==> config.mk <==
export PLATFORM = sky130hd
export DESIGN_NAME = out_channel_reader
export DESIGN_NICKNAME = d
export VERILOG_FILES = /design/src/rtl/fpga_pkg.sv /design/src/rtl/ring_buffer.sv /design/src/rtl/out_channel_reader.sv
export SDC_FILE = /design/constraint.sdc
export NUM_CORES = 1
export LEC_CHECK = 0
export CAP_MARGIN = 15
export CORE_UTILIZATION = 35
export CTS_BUF_LIST = sky130_fd_sc_hd__clkbuf_16
export DETAILED_ROUTE_END_ITERATION = 6
export DONT_BUFFER_PORTS = 1
export PLACE_DENSITY = 0.46
export SETUP_SLACK_MARGIN = 0.05
export SLEW_MARGIN = 30
export SYNTH_ARGS = -nofsm -noshare
export SYNTH_HDL_FRONTEND = slang
export SYNTH_SLANG_ARGS = --single-unit
export TNS_END_PERCENT = 50
==> constraint.sdc <==
create_clock -name clock -period 3.4 [get_ports clock]
set_clock_uncertainty 0.1 [all_clocks]
set_input_delay 0.51 -clock clock [delete_from_list [all_inputs] [get_ports clock]]
set_output_delay 0.51 -clock clock [all_outputs]
set_load 0.1 [all_outputs]
==> src/rtl/fpga_pkg.sv <==
// Shared types and sizing helpers for the fpga-side program I/O blocks.
package fpga_pkg;

  typedef enum logic [1:0] {
    RUN   = 2'd0,
    DRAIN = 2'd1,
    DONE  = 2'd2
  } state_e;

  localparam int unsigned MEM_ELEM_W = 12;

  // Bits needed to hold values 0..n-1; never less than one bit.
  function automatic int unsigned POS_W(input int unsigned n);
    return (n <= 1) ? 1 : $clog2(n);
  endfunction

endpackage

==> src/rtl/ring_buffer.sv <==
// Circular word store with push/pop ports; pop must only be issued when not empty.
module ring_buffer
  import fpga_pkg::*;
#(
  parameter int unsigned W     = MEM_ELEM_W,
  parameter int unsigned DEPTH = 8
) (
  input  logic                           clock,
  input  logic                           reset,
  input  logic                           push_i,
  input  logic [W-1:0]                   wdata_i,
  input  logic                           pop_i,
  output logic [W-1:0]                   rdata_o,
  output logic [POS_W(DEPTH+1)-1:0]      count_o,
  output logic                           full_o,
  output logic                           empty_o
);

  localparam int unsigned PW = POS_W(DEPTH);
  localparam int unsigned CW = POS_W(DEPTH + 1);

  logic [W-1:0]  mem_q [DEPTH];
  logic [PW-1:0] wr_pos_q, wr_pos_d;
  logic [PW-1:0] rd_pos_q, rd_pos_d;
  logic [CW-1:0] count_q, count_d;

  function automatic logic [PW-1:0] inc_pos(input logic [PW-1:0] p);
    return (p == PW'(DEPTH - 1)) ? '0 : p + PW'(1);
  endfunction

  always_comb begin
    wr_pos_d = wr_pos_q;
    rd_pos_d = rd_pos_q;
    count_d  = count_q;
    if (push_i) wr_pos_d = inc_pos(wr_pos_q);
    if (pop_i)  rd_pos_d = inc_pos(rd_pos_q);
    unique case ({push_i, pop_i})
      2'b10:   count_d = count_q + CW'(1);
      2'b01:   count_d = count_q - CW'(1);
      default: count_d = count_q;
    endcase
  end

  always_ff @(posedge clock) begin
    if (reset) begin
      wr_pos_q <= '0;
      rd_pos_q <= '0;
      count_q  <= '0;
    end else begin
      wr_pos_q <= wr_pos_d;
      rd_pos_q <= rd_pos_d;
      count_q  <= count_d;
    end
  end

  // Storage carries no reset: contents are only observed once counted in.
  always_ff @(posedge clock) begin
    if (push_i) mem_q[wr_pos_q] <= wdata_i;
  end

  assign rdata_o = mem_q[rd_pos_q];
  assign count_o = count_q;
  assign full_o  = (count_q == CW'(DEPTH));
  assign empty_o = (count_q == '0);

endmodule

==> src/rtl/out_channel_reader.sv <==
// Buffers program `out` words and streams them on valid/ready; tracks program completion.
module out_channel_reader
  import fpga_pkg::*;
#(
  parameter int unsigned MemoryElementWidth = MEM_ELEM_W,
  parameter int unsigned NOut               = 8
) (
  input  logic                            clock,
  input  logic                            reset,
  input  logic                            outWrite,
  input  logic [MemoryElementWidth-1:0]   outData,
  input  logic                            finished,
  output logic                            valid,
  output logic [MemoryElementWidth-1:0]   data,
  input  logic                            ready,
  output logic [POS_W(NOut+1)-1:0]        count,
  output logic                            overflow,
  output logic                            drained
);

  localparam int unsigned CW = POS_W(NOut + 1);

  state_e        state_q, state_d;
  logic          overflow_q, overflow_d;
  logic          rd_c, wr_acc_c;
  logic          full_c, empty_c;
  logic [CW-1:0] count_c;

  ring_buffer #(
    .W     (MemoryElementWidth),
    .DEPTH (NOut)
  ) u_ring (
    .clock   (clock),
    .reset   (reset),
    .push_i  (wr_acc_c),
    .wdata_i (outData),
    .pop_i   (rd_c),
    .rdata_o (data),
    .count_o (count_c),
    .full_o  (full_c),
    .empty_o (empty_c)
  );

  // A full buffer still accepts a write when the head leaves in the same cycle.
  always_comb begin
    state_d    = state_q;
    overflow_d = overflow_q;
    rd_c       = !empty_c && ready;
    wr_acc_c   = outWrite && (state_q == RUN) && (!full_c || rd_c);
    if (outWrite && !wr_acc_c) overflow_d = 1'b1;
    unique case (state_q)
      RUN:     if (finished) state_d = DRAIN;
      DRAIN:   if (empty_c || (count_c == CW'(1) && rd_c)) state_d = DONE;
      DONE:    state_d = DONE;
      default: state_d = RUN;
    endcase
  end

  always_ff @(posedge clock) begin
    if (reset) begin
      state_q    <= RUN;
      overflow_q <= 1'b0;
    end else begin
      state_q    <= state_d;
      overflow_q <= overflow_d;
    end
  end

  assign valid    = !empty_c;
  assign count    = count_c;
  assign overflow = overflow_q;
  assign drained  = (state_q == DONE);

endmodule
==> run summary, run 1 <==
The source of the worst register-to-register timing path is state_q[0]$_SDFFE_PP0P_. The flow ran to the end, and the final reports show no timing, DRC or antenna violations. The post-layout net count came out at 307. The number of gates resized after cts came out at 0.

Across all setup checks in the final design, the least slack found is 641 ps. The count of unresolved DRC violations after routing came out at 0. Setup repair after global routing left no endpoint under its margin. The clock reaches the later pin of the worst-skew pair after 350 ps.

The power per cell area is 853 nW/um^2. The depth of the worst register-to-register path is 7. When the netlist entered floorplanning its net count stood at 290.

The sequential share of the synthesized area came out at 0.691. The placement row count is 41. 0 antenna diodes ended up in the layout. The post-route minimum period came out at 2760 ps.

The number of cells on the worst hold path is 1. In this run the vertical extent of the chip is 117 um. The path class of the tightest hold or removal check is input pin to flop. The slew of the pin with the lowest slew margin came out at 984 ps. The maximum ir drop on the vdd rail is 0.000280 V. The number of clock buffers inserted by TritonCTS is 9. STA puts the critical path data required time at 2790 ps. The netlist area before placement came out at 4640 um^2. The share of flip-flops with an asynchronous set or reset after synthesis is 0. The relative slew slack came out at 0.343. The area share of the leading cell type in the synthesized netlist is 0.622. The hold buffer count at cts is 0. The number of clock sinks seen by CTS is 112.

Summed over all layers, the routed wires come to 9220 um. Across all layers, the routed design uses 2,285 vias. The number of standard cells after synthesis is 262. For this run, the detailed router's first-pass iteration total came to 4.

The number of antenna violations at the first check in global routing is 0. Detailed placement finished with a half-perimeter wire length of 5990 um. The count of warnings emitted by yosys is 0.

The synthesis-to-finish area growth came out at 13.6%. Averaged over all synthesized cells, the footprint is 17.7 um^2. Sorting the synthesized cells by area gives the leading types as sky130_fd_sc_hd__edfxtp_1 (62%), sky130_fd_sc_hd__mux4_2 (12%), sky130_fd_sc_hd__dfxtp_1 (6.9%), sky130_fd_sc_hd__ha_1 (3.0%), sky130_fd_sc_hd__mux2_2 (2.9%). The core area is 12,800 um^2. The tree is rooted in a sky130_fd_sc_hd__clkbuf_16. The post-CTS clock slew at the launch and capture registers of the worst setup and hold paths is 60 ps.

In this run the critical register-to-register path is captured at u_ring.mem_q[7][9]$_DFFE_PP_. Based on the critical path, the design can be clocked at up to 362 MHz. The number of buffers inserted to repair setup after CTS came out at 0. The setup total negative slack came out at 0 ps. The arrival time of the worst setup path came out at 2150 ps. The number of global-route vias before repair came out at 2,402. For this run, the total global-route usage over all layers was measured as 0.149. Measured along the x axis, the die boundary spans 117 um.

The layout cell share with drive strength beyond 1 came out at 0.289. The total setup violations reported at the end of the flow came out at 0. The maximum level of the CTS H-tree is 3. The post-route clock period utilization is 0.812.

The endpoint kind of the worst setup timing path is a primary output. The standby leakage power came out at 1.72 nW. The global-route wire length before repair is 14,100 um. The minimum setup slack after placement came out at 850 ps. The initial detailed-routing violation count came out at 173. The number of flops mapped to enable cells by yosys came out at 96. The launch instance of the worst min-delay path is reset.

The maximum fanout along the worst path came out at 17. The remaining antenna violation count after routing came out at 0. For this configuration, the core starts out at a cell density of 0.363. The count of buffers added on input and output ports is 0.

The maximum number of pins on one net before global-route repair is 25. The worst setup path is of the flop to primary output kind. Yosys instantiated no cell more often than sky130_fd_sc_hd__edfxtp_1.

The final core area utilization came out at 0.412. The number of hold-slack violations in the final timing report came to 0. The flip-flop and latch count after synthesis is 112. The via density per instance is 5.01. Global routing finished with a remaining overflow of 0.

Synthesis instantiated 41 different standard cells from the library. The synthesized design spends more area on one cell type than any other, namely sky130_fd_sc_hd__edfxtp_1. The count of pins over their slew limit is 0. The dominant synthesized flop cell is sky130_fd_sc_hd__edfxtp_1.

The commonest cells after synthesis are sky130_fd_sc_hd__edfxtp_1 (96), sky130_fd_sc_hd__mux4_2 (24), sky130_fd_sc_hd__a21oi_1 (16), sky130_fd_sc_hd__dfxtp_1 (16), sky130_fd_sc_hd__mux2_2 (12). The global placer's final weighted congestion is 0.713. The completed layout was analyzed and its total power is 4.49 mW. The die area came out at 13,700 um^2. The final hold slack came out at 123 ps. For this design the top-level I/O count stands at 36. No sink is reached through more buffers than the 2 on the longest clock path. In this run the register-to-register setup slack is 900 ps.

The max capacitance violation total is 0. TritonCTS built the clock tree. In the final routed layout, each cell accounts on average for 20.2 um. STA classifies the critical path startpoint as a flop.
[through the flow]
stage               std cells  area [um^2]
floorplan                 262         4640
global placement          440         4950
detailed placement        440         4950
CTS                       456         5270
global route              456         5270
finish                    456         5270
[state kept, by name, summed over array words and instances, names as in the netlist, named ones only]
register,flops
u_ring.rd_pos_q,3
u_ring.count_o,4
state_q,2
overflow,1
u_ring.wr_pos_q,3
u_ring.mem_q,96
[cells in the final DEF, fill, tap and decap left out, types with 3 or more instances in the layout]
cell type and count:
sky130_fd_sc_hd__buf_4 19, sky130_fd_sc_hd__mux2_2 12, sky130_fd_sc_hd__dfxtp_1 15, sky130_fd_sc_hd__clkbuf_16 9
sky130_fd_sc_hd__nor2_1 6, sky130_fd_sc_hd__edfxtp_1 96, sky130_fd_sc_hd__nand2b_1 4, sky130_fd_sc_hd__a21oi_1 16
sky130_fd_sc_hd__nor2b_1 3, sky130_fd_sc_hd__ha_1 11, sky130_fd_sc_hd__inv_1 7, sky130_fd_sc_hd__a31oi_1 3
sky130_fd_sc_hd__nor3_2 4, sky130_fd_sc_hd__nand2_1 11, sky130_fd_sc_hd__nand3_1 5, sky130_fd_sc_hd__mux4_2 24
[critical path, cell delays in order (launching register included)]
cell and delay [ps]:
sky130_fd_sc_hd__dfxtp_2 510, sky130_fd_sc_hd__buf_12 240, sky130_fd_sc_hd__mux4_2 520, sky130_fd_sc_hd__mux2_2 500
[cell type report]
type / instances / area, um^2
fill: 1127 / 7510
sequential: 112 / 3200
multi-input combinational: 131 / 1350
clock buffer: 9 / 225
tap: 172 / 215
timing repair buffer: 20 / 163
clock inverter: 7 / 88.8
inverter: 5 / 18.8
[layer usage]
layer | wire (um) | track usage
met5 | 0 | 0
met4 | 143 | 0.0582
met3 | 482 | 0.0489
met2 | 4440 | 0.239
met1 | 4150 | 0.187
[power by group]
group | internal [mW] | switching (mW) | total (mW) | leakage [nW]
sequential | 1.63 | 0.0995 | 1.73 | 1.00
clock | 0.640 | 0.459 | 1.10 | 0.158
combinational | 0.466 | 1.20 | 1.67 | 0.564
[worst max-delay path by stage]
stage / from / end / cells after the start
global route: flop / data[6] / 3
floorplan: u_ring.count_o[1]$_SDFFE_PP0P_ / u_ring.mem_q[2][0]$_DFFE_PP_ / 6
detailed placement: state_q[0]$_SDFFE_PP0P_ / u_ring.mem_q[0][9]$_DFFE_PP_ / 6
finish: flop / data[8] / 3
CTS: flop / data[8] / 3
global placement: state_q[0]$_SDFFE_PP0P_ / u_ring.mem_q[0][9]$_DFFE_PP_ / 6
[cell families after synthesis]
kind of cell	Yosys count	synth area share
XOR/XNOR	1	0.00189
buffers and inverters	19	0.0248
adder cells (fa/ha/maj)	11	0.0297
flip-flops	112	0.691
AO/OA/AOI/OAI	33	0.0459
AND/OR/NAND/NOR	49	0.0578
multiplexers	37	0.149
Power figures use the tool's default switching activity.
==> run 2, diff against run 1 <==
- PLACE_DENSITY: 0.46 -> 0.48
- clock period: 3.4 -> 2.52 ns (I/O delays scaled with it)
==> run summary, run 2 (synthesis results as in run 1) <==
The largest stage delay on the critical path came out at 550 ps (was 520 ps). Derived from the worst setup path, the maximum achievable clock frequency is 420 MHz. The post-layout net count came to 316 (was 307). The post-route minimum period is 2380 ps. The placement row count came out at 41 (unchanged). The synthesis-to-finish area growth came out at 17.8% (was 13.6%). The maximum number of pins on one net before global-route repair came out at 25 (unchanged).

The startpoint type of the worst setup path is a flop (unchanged). The number of inserted diodes came out at 0 (unchanged). The total setup violations reported at the end of the flow is 0 (unchanged). The root buffer selected by CTS is sky130_fd_sc_hd__clkbuf_16 (unchanged). The most common library cell in the layout ignoring fill and taps was sky130_fd_sc_hd__edfxtp_1 (unchanged). The final total power is 6.25 mW (was 4.49 mW). The type of the worst min-delay path is input pin to flop (unchanged).

The number of global-route vias before repair is 2,478 (was 2,402). The global placer's final weighted congestion is 0.731 (was 0.713). The family with the most delay on the worst path was multiplexers (unchanged).

The endpoint kind of the worst setup timing path is a primary output (unchanged). The number of port buffers came out at 0 (unchanged). The number of clock sinks seen by CTS is 112 (unchanged). The number of iterations in the first detailed-routing pass came to 4 (unchanged). The number of hold-slack violations in the final timing report is 0 (unchanged).

The largest register by flop count is u_ring.mem_q (unchanged). The maximum fanout along the worst path came out at 24 (was 17). The horizontal die dimension came out at 117 um (unchanged). The setup total negative slack was 0 ps (unchanged).

Setup repair after global routing missed its margin: no (unchanged). The via density per instance came out at 5.12 (was 5.01). The post-CTS clock slew at the launch and capture registers of the worst setup and hold paths came out at 80 ps (was 60 ps). The count of unresolved DRC violations after routing came out at 0 (unchanged).

The number of top-level pins is 36 (unchanged). The critical path's slowest cell is sky130_fd_sc_hd__mux4_2 (unchanged). The number of clock buffers inserted by TritonCTS is 9 (unchanged). The detailed-placement wirelength estimate is 5860 um (was 5990 um).

The maximum number of buffers from clock root to sink is 2 (unchanged). The critical path class is flop to primary output (unchanged). The maximum level of the CTS H-tree is 3 (unchanged). Most frequent cells in the layout: sky130_fd_sc_hd__edfxtp_1 (96), sky130_fd_sc_hd__mux4_2 (24), sky130_fd_sc_hd__buf_4 (23) (was sky130_fd_sc_hd__edfxtp_1 (96), sky130_fd_sc_hd__mux4_2 (24), sky130_fd_sc_hd__buf_4 (19)).

The routed wire length per instance was 19.6 um (was 20.2 um). Cells traversed along the worst timing path: buf_12 -> mux4_2 -> mux2_4 (was buf_12 -> mux4_2 -> mux2_2). The insertion delay to the later sink of the worst-skew pair came to 350 ps (about the same). The total vias in the final route came to 2,379 (was 2,285). The initial detailed-routing violation count is 120 (was 173). The aggregate global-route resource usage is 0.148 (was 0.149). The layout cell share with drive strength beyond 1 came to 0.321 (was 0.289).

The post-route clock period utilization is 0.946. The clock tree from TritonCTS is done (unchanged). The core area came out at 12,800 um^2 (unchanged). The count of pins over their slew limit is 0 (unchanged). The global-route wire length before repair is 14,200 um (was 14,100 um). The standby leakage power is 1.80 nW (was 1.72 nW). The number of antenna violations at the first check in global routing came out at 0 (unchanged). Result of the run: finished, final reports clean (unchanged).

The die area is 13,700 um^2 (unchanged). The remaining antenna violation count after routing is 0 (unchanged). The number of buffers inserted to repair setup after CTS came to 0 (unchanged). The power per cell area is 1140 nW/um^2 (was 853 nW/um^2). The maximum ir drop on the vdd rail came out at 0.000397 V (was 0.000280 V). The flip-flop count of the largest register, all copies and words added is 96 (unchanged).

The effective utilization at floorplan is 0.363 (unchanged). The number of fillers in the final layout came to 1,116 (was 1,127). The arrival time of the worst setup path is 1910 ps (was 2150 ps). The number of buffers and inverters on the critical path was 1 (unchanged). The vertical die dimension is 117 um (unchanged). The required time of the worst setup path came out at 2040 ps (was 2790 ps). The residual overflow from global routing came out at 0 (unchanged). The max capacitance violation total came to 0 (unchanged). The relative slew slack is 0.622 (was 0.343). The aggregate routed wire length is 9120 um (was 9220 um). The slew of the pin with the lowest slew margin came out at 564 ps (was 984 ps).
run 2: cell types whose count changed in the layout (fill, tap and decap cells not counted), sizes merged:
cell	previous run	this run
clkinvlp	1	0
buf	20	25
dlygate4sd3	0	4
clkinv	2	3
run 2: per-layer routing:
layer | vias up | GRT usage | share of wire | wire length (um)
li1 | 1097 | - | - | -
met1 | 1231 | 0.201 | 0.48 | 4360
met2 | 38 | 0.223 | 0.46 | 4200
met3 | 13 | 0.0376 | 0.041 | 377
met4 | 0 | 0.0734 | 0.020 | 182
met5 | - | 0 | 0 | 0
run 2: stage by stage:
step / setup slack [ps] / hold slack, ps / std cells / instance area [um^2] / utilization
floorplan: 74.6 / 362 / 262 / 4710 / -
CTS: 35.7 / 1.99 / 462 / 5400 / 0.423
finish: 137 / 14.7 / 465 / 5460 / 0.427
detailed placement: 177 / 346 / 445 / 5040 / 0.395
global route: 73.9 / 0.189 / 465 / 5460 / 0.427
global placement: 249 / 350 / 445 / 5040 / 0.395
run 2: timing repair:
item                                    4_1_cts  5_1_grt
resized for setup                             6        8
endpoints found under the setup margin       12       15
hold buffers                                  1        3
hold endpoints to repair                     14        7
cloned                                        0        0
run 2: layout make-up:
class | instances | area [um^2] | share of cell area
multi-input cells | 131 | 1440 | 0.263
clock inverters | 7 | 96.3 | 0.0176
clock buffers | 9 | 225 | 0.0413
repair buffers | 29 | 253 | 0.0463
well taps | 172 | 215 | 0.0394
flip-flops and latches | 112 | 3210 | 0.589
inverters | 5 | 18.8 | 0.00344
run 2: worst paths after layout:
check,start,end,slack [ps],cells after the start
worst min register to register,u_ring.rd_pos_q[1]$_SDFFE_PP0P_,u_ring.rd_pos_q[1]$_SDFFE_PP0P_,390,2
worst max-delay path,flop,data[4],140,3
worst max register to register,state_q[0]$_SDFFE_PP0P_,u_ring.mem_q[4][0]$_DFFE_PP_,300,7
worst min-delay path,outData[6],u_ring.mem_q[1][6]$_DFFE_PP_,10,0
run 2: power breakdown:
part,internal [mW],switching (mW)
Combinational,0.730,1.69
Clock,0.875,0.659
Sequential,2.20,0.0962
Total,3.80,2.44
